File: src/rtl/timer_ctrl_pkg.sv
// timer_ctrl_pkg: shared state encoding and digit/direction constants for the timer sequencer
package timer_ctrl_pkg;
  typedef enum logic [1:0] {IDLE, RUN, PAUSE, DONE} state_t;
  localparam logic [3:0] DIG_MAX = 4'd9;
  localparam logic [3:0] DIG_MIN = 4'd0;
  localparam logic DIR_UP = 1'b1;
  localparam logic DIR_DOWN = 1'b0;
endpackage

File: src/rtl/timer_ctrl_if.sv
// timer_ctrl_if: command inputs, digit feedback and counter-control outputs of the timer sequencer
interface timer_ctrl_if #(parameter int NDIG = 2);
  logic start;
  logic pause;
  logic clear;
  logic dir;
  logic [4*NDIG-1:0] dig;
  logic [NDIG-1:0] ena;
  logic updown;
  logic cnt_rst_n;
  logic running;
  logic done;
  logic tc;
  modport master(output start, pause, clear, dir, dig, input ena, updown, cnt_rst_n, running, done, tc);
  modport slave(input start, pause, clear, dir, dig, output ena, updown, cnt_rst_n, running, done, tc);
endinterface

File: src/rtl/timer_prescaler.sv
// timer_prescaler: counts 0..PRESCALE-1 while run is high and flags the last value as a tick
module timer_prescaler #(
  parameter int PRESCALE = 50_000_000
) (
  input  logic clk,
  input  logic rst_n,
  input  logic run,
  input  logic clear,
  output logic tick
);
  localparam int W = $clog2(PRESCALE);
  localparam logic [W-1:0] LAST = W'(PRESCALE - 1);
  logic [W-1:0] cnt;
  assign tick = run && cnt == LAST;
  always_ff @(posedge clk or negedge rst_n)
    if (!rst_n) cnt <= '0;
    else cnt <= clear ? '0 : run ? (tick ? '0 : cnt + 1'b1) : cnt;
endmodule

File: src/rtl/timer_ctrl.sv
// timer_ctrl: start/pause/clear sequencer and cascade-enable generator for NDIG BCD digit counters
// Define TIMER_CTRL_WRAP_EN to let the cascade wrap on terminal count instead of stopping in DONE.
module timer_ctrl
  import timer_ctrl_pkg::*;
#(
  parameter int NDIG = 2,
  parameter int PRESCALE = 50_000_000
) (
  input logic clk,
  input logic rst_n,
  timer_ctrl_if.slave bus
);
  state_t state_q, state_d;
  logic [NDIG-1:0] ena_q, ena_d, casc;
  logic updown_q, updown_d, cnt_rst_q, running_q, done_q, tc_q, tc_d, tick, term;
  logic [3:0] bnd;
  timer_prescaler #(.PRESCALE(PRESCALE)) u_pre (
    .clk(clk), .rst_n(rst_n), .run(state_q == RUN), .clear(bus.clear), .tick(tick)
  );
  assign bnd = updown_q == DIR_UP ? DIG_MAX : DIG_MIN;
  // term doubles as the running "all lower digits at boundary" prefix
  always_comb begin
    term = 1'b1;
    casc = '0;
    for (int k = 0; k < NDIG; k++) begin
      casc[k] = term;
      term = term && bus.dig[4*k+:4] == bnd;
    end
  end
  always_comb begin
    state_d = state_q;
    updown_d = updown_q;
    ena_d = '0;
    tc_d = 1'b0;
    if (bus.clear) state_d = IDLE;
    else begin
      if (bus.pause && state_q == RUN) state_d = PAUSE;
      else if (bus.start && (state_q == IDLE || state_q == PAUSE)) begin
        state_d = RUN;
        updown_d = bus.dir;
      end
      if (tick) begin
        tc_d = term;
`ifdef TIMER_CTRL_WRAP_EN
        ena_d = casc;
`else
        ena_d = term ? '0 : casc;
        state_d = term ? DONE : state_d;
`endif
      end
    end
  end
  always_ff @(posedge clk or negedge rst_n)
    if (!rst_n) begin
      state_q <= IDLE;
      ena_q <= '0;
      updown_q <= DIR_UP;
      cnt_rst_q <= 1'b0;
      running_q <= 1'b0;
      done_q <= 1'b0;
      tc_q <= 1'b0;
    end else begin
      state_q <= state_d;
      ena_q <= ena_d;
      updown_q <= updown_d;
      cnt_rst_q <= !bus.clear;
      running_q <= state_d == RUN;
      done_q <= state_d == DONE;
      tc_q <= tc_d;
    end
  assign bus.ena = ena_q;
  assign bus.updown = updown_q;
  assign bus.cnt_rst_n = cnt_rst_q;
  assign bus.running = running_q;
  assign bus.done = done_q;
  assign bus.tc = tc_q;
endmodule
File: src/flat_wrapper.sv
// flat-port wrapper written by rule: the top's interface ports become plain ports
module timer_ctrl_flat import timer_ctrl_pkg::*;
#(
  parameter int NDIG = 2,
  parameter int PRESCALE = 50_000_000
)
  (clk, rst_n, bus_start, bus_pause, bus_clear, bus_dir, bus_dig, bus_ena, bus_updown, bus_cnt_rst_n, bus_running, bus_done, bus_tc);
  timer_ctrl_if #(.NDIG(NDIG)) bus_i ();
  input logic clk;
  input logic rst_n;
  input wire logic [$bits(bus_i.start)-1:0] bus_start;
  input wire logic [$bits(bus_i.pause)-1:0] bus_pause;
  input wire logic [$bits(bus_i.clear)-1:0] bus_clear;
  input wire logic [$bits(bus_i.dir)-1:0] bus_dir;
  input wire logic [$bits(bus_i.dig)-1:0] bus_dig;
  output wire logic [$bits(bus_i.ena)-1:0] bus_ena;
  output wire logic [$bits(bus_i.updown)-1:0] bus_updown;
  output wire logic [$bits(bus_i.cnt_rst_n)-1:0] bus_cnt_rst_n;
  output wire logic [$bits(bus_i.running)-1:0] bus_running;
  output wire logic [$bits(bus_i.done)-1:0] bus_done;
  output wire logic [$bits(bus_i.tc)-1:0] bus_tc;
  assign bus_i.start = bus_start;
  assign bus_i.pause = bus_pause;
  assign bus_i.clear = bus_clear;
  assign bus_i.dir = bus_dir;
  assign bus_i.dig = bus_dig;
  assign bus_ena = bus_i.ena;
  assign bus_updown = bus_i.updown;
  assign bus_cnt_rst_n = bus_i.cnt_rst_n;
  assign bus_running = bus_i.running;
  assign bus_done = bus_i.done;
  assign bus_tc = bus_i.tc;
  timer_ctrl #(.NDIG(NDIG), .PRESCALE(PRESCALE)) u_core (.clk(clk), .rst_n(rst_n), .bus(bus_i));
endmodule
File: config.mk
export PLATFORM = sky130hd
export DESIGN_NAME = timer_ctrl_flat
export DESIGN_NICKNAME = d
export VERILOG_FILES = /design/src/rtl/timer_ctrl_pkg.sv /design/src/rtl/timer_ctrl_if.sv /design/src/rtl/timer_prescaler.sv /design/src/rtl/timer_ctrl.sv /design/src/flat_wrapper.sv
export SDC_FILE = /design/constraint.sdc
export NUM_CORES = 1
export LEC_CHECK = 0
export CAP_MARGIN = 20
export CORE_MARGIN = 4
export CORE_UTILIZATION = 40
export DETAILED_ROUTE_END_ITERATION = 12
export GPL_TIMING_DRIVEN = 0
export PLACE_DENSITY = 0.68
export SETUP_SLACK_MARGIN = 0.02
export SYNTH_ARGS = -nofsm -noshare
export SYNTH_HDL_FRONTEND = slang
export SYNTH_HIERARCHICAL = 1
export SYNTH_SLANG_ARGS = --single-unit
File: constraint.sdc
create_clock -name clk -period 2.1 [get_ports clk]
set_input_delay 0.63 -clock clk [delete_from_list [all_inputs] [get_ports clk]]
set_output_delay 0.63 -clock clk [all_outputs]
set_load 0.05 [all_outputs]
==> results.ini <==
[power]
leakagePower_nw=1.07
p_seq_frac=0.469
power_density_mw_per_mm2=601
combPwrFrac=0.112
p_sw_w=0.000344
internal_power_w=0.00114
sw_frac_of_total=0.231
irDropWorstVdd_mv=0.422
clkPwrFrac=0.419

[sta]
finalCriticalPeriod_ns=2.05
fin_skew_ns=0.00759
tightest_slew_ns=0.743
slew_viol_final=0
report.final.setup_viol=0
clock.fmax_mhz=487
rsz0062_at_grt=true
slew_headroom=0.504
holdWs_ns=0.407
fin_crit_sh=0.978
hold_viol_final=0

[place]
hpwl_mm=3.07
place_area_mm2=0.00215
port_buffers=19
place_congestion=0.886

[yosys]
synth_enable_flop_cells=0
yosysWarnings=6
netlist_area_mm2=0.00190
synth_cell_types=47
async_flop_share=1.00
seq_area_frac_synth=0.461
avgSynthCellArea_um2=9.77
synth_top_flop_cell=dfrtp_1
ys_seq_elements=35
syn-num-nets=211
synthCells=195

[floorplan]
core_mm2=0.00447
dieArea_mm2=0.00593
io_pins=21
die_width_um=77
start_util=0.426
fp-row-count=24
die_h_um=77

[clock_tree]
cts_tree=built
htreeDepth=2
hold_buffers=0
clkSlewWorstSetupHoldPaths_ns=0.07
ctsRootBufferMaster=clkbuf_8
clock_sinks=35
clk_latency_ns=0.29
numCtsBuffers=5
clockBufferDepth=2

[grt]
grt_overflow=0
grtUsageTotal=0.155
grt_pass1_vias=1574
grt_start_max_net_pins=36
grt_pass1_wl_mm=7.47
antenna_found_initial=0

[route]
route.detailed.drc=0
avgViaCountPerCell=5.70
first_iter_violations=147
wl_per_cell_um=15.5
antenna_left=0
first_pass_iters=4
wl_mm=4.45
vias=1642

[status]
status=finished, final reports clean

[finish]
diodes=0
fin_nets=251
areaGrowthSynthToFinish_pct=30.1
stdcell_area_mm2=0.00248
final_layout_size_suffix_gt1_frac=0.212

[hold_path]
hp-class=in -> async

[critical_path]
cp-start-kind=flip-flop
crit_arrival_ns=2.26
cp-end-kind=flip-flop
critPathKind=reg -> reg
worstPathRequired_ns=2.31
worst-path-max-fanout=5

[job]
drv_cap=0

[final timing paths]
check | from | end | slack (ns) | cells past startpoint
setup / recovery | u_core/u_pre/cnt[0] | u_core/state_q[0] | 0.05 | 8
hold reg to reg | u_core/u_pre/cnt[25] | u_core/u_pre/cnt[25] | 0.54 | 2
setup reg to reg | u_core/u_pre/cnt[0] | u_core/state_q[0] | 0.05 | 8
hold / removal | rst_n | u_core/u_pre/cnt[8] | 0.41 | 1
min in group clk | u_core/u_pre/cnt[25] | u_core/u_pre/cnt[25] | 0.54 | 2
max in group asynchronous | rst_n | u_core/u_pre/cnt[0] | 1.18 | 1
[routing by layer]
layer,track usage,up-vias,routed length [um]
met5,0,-,0
met4,0.0676,0,88
met3,0.0316,8,229
met2,0.237,54,2120
met1,0.214,790,2010
li1,-,790,-
[power by group through the flow]
stage | Sequential (W) | Combinational, W | Clock [W]
6_report | 0.000698 | 0.000167 | 0.000623
2_1_floorplan | 0.000734 | 0.0000492 | 0
4_1_cts | 0.000701 | 0.000144 | 0.000640
5_1_grt | 0.000700 | 0.000182 | 0.000671
3_3_place_gp | 0.000713 | 0.000136 | 0
3_5_place_dp | 0.000714 | 0.000137 | 0
[cell usage in the layout, fill, tap and decap left out, types with 2 or more instances in the layout]
cell,instances
clkbuf_8,6
dfrtp_1,31
inv_2,2
o22ai_2,2
o21ai_1,3
nand3_4,2
buf_2,4
nand4b_1,2
clkdlybuf4s50_1,15
mux2_1,3
nor2_2,2
nand2b_1,2
a211oi_1,2
o211ai_1,2
dlymetal6s2s_1,2
nand4_1,9
nor4_4,3
and3_1,5
xnor2_1,6
and4_1,3
nand3_1,14
nor2_1,24
xor2_1,14
a21oi_1,6
buf_4,14
nand2_1,9
nor4_1,2
dfrtp_2,3
nor3_1,5
and2_1,4
or3_1,4
inv_1,4
[logic make-up after synthesis]
family	after synthesis	synth area share
simple gates	100	0.307
buf+inv	11	0.0237
flops	35	0.461
compound gates	24	0.0861
fa+ha+maj	2	0.0131
mux	3	0.0177
xor+xnor	20	0.0920
[layout make-up]
type	instances	area (um2)
clock buffer	6	82.6
timing repair buffer	33	294
inverter	6	22.5
buffer	5	23.8
fill	387	2000
tap	52	65.1
multi-input combinational	149	1070
sequential	35	881
clock inverter	2	35.0
[critical path, cell delays in order, from the launching register on]
cell and delay, ns:
dfrtp_2 0.39, ha_2 0.21, nand3_4 0.12, nor4_4 0.35, nand2_2 0.12, inv_2 0.08
inv_2 0.04, a2111o_1 0.47, o22ai_2 0.19
[cells in the mapped netlist (4+ instances only)]
cell type	number	area (um2)
and2_1	4	25.0
xor2_1	14	123
xnor2_1	6	52.6
inv_1	6	22.5
nor2_1	24	90.1
nor3_1	5	25.0
and3_1	5	31.3
or3_1	4	25.0
nand2_1	10	37.5
a21oi_1	6	30.0
dfrtp_1	34	851
nand3_1	15	75.1
nand4_1	9	56.3
[stage by stage]
| step | TNS (ns) | util | total power (W) | setup slack (ns) | std cells |
|---|---|---|---|---|---|
| final | 0 | 0.554 | 0.00149 | 0.0456 | 288 |
| after floorplan | 0 | - | 0.000784 | 0.0665 | 195 |
| after CTS | 0 | 0.520 | 0.00148 | 0.0311 | 278 |
| after global placement | -15.46 | 0.483 | 0.000850 | -0.370 | 266 |
| after detailed placement | -3.43 | 0.482 | 0.000851 | -0.402 | 266 |
| after global routing | -0.0179 | 0.554 | 0.00155 | -0.0123 | 288 |
[registers in the layout (all words and copies together) (netlist names)]
signal,count
u_core/u_pre/cnt,26
u_core/bus.done,1
u_core/bus.updown,1
u_core/bus.cnt_rst_n,1
u_core/bus.ena,2
u_core/state_q,2
u_core/bus.running,1
u_core/bus.tc,1
[what timing repair did]
item | in CTS | in global routing
endpoints found under the setup margin | 27 | 15
setup buffers | 4 | 10
pin swaps | 2 | 7
gates resized for setup | 7 | 18
Power figures use the tool's default switching activity.
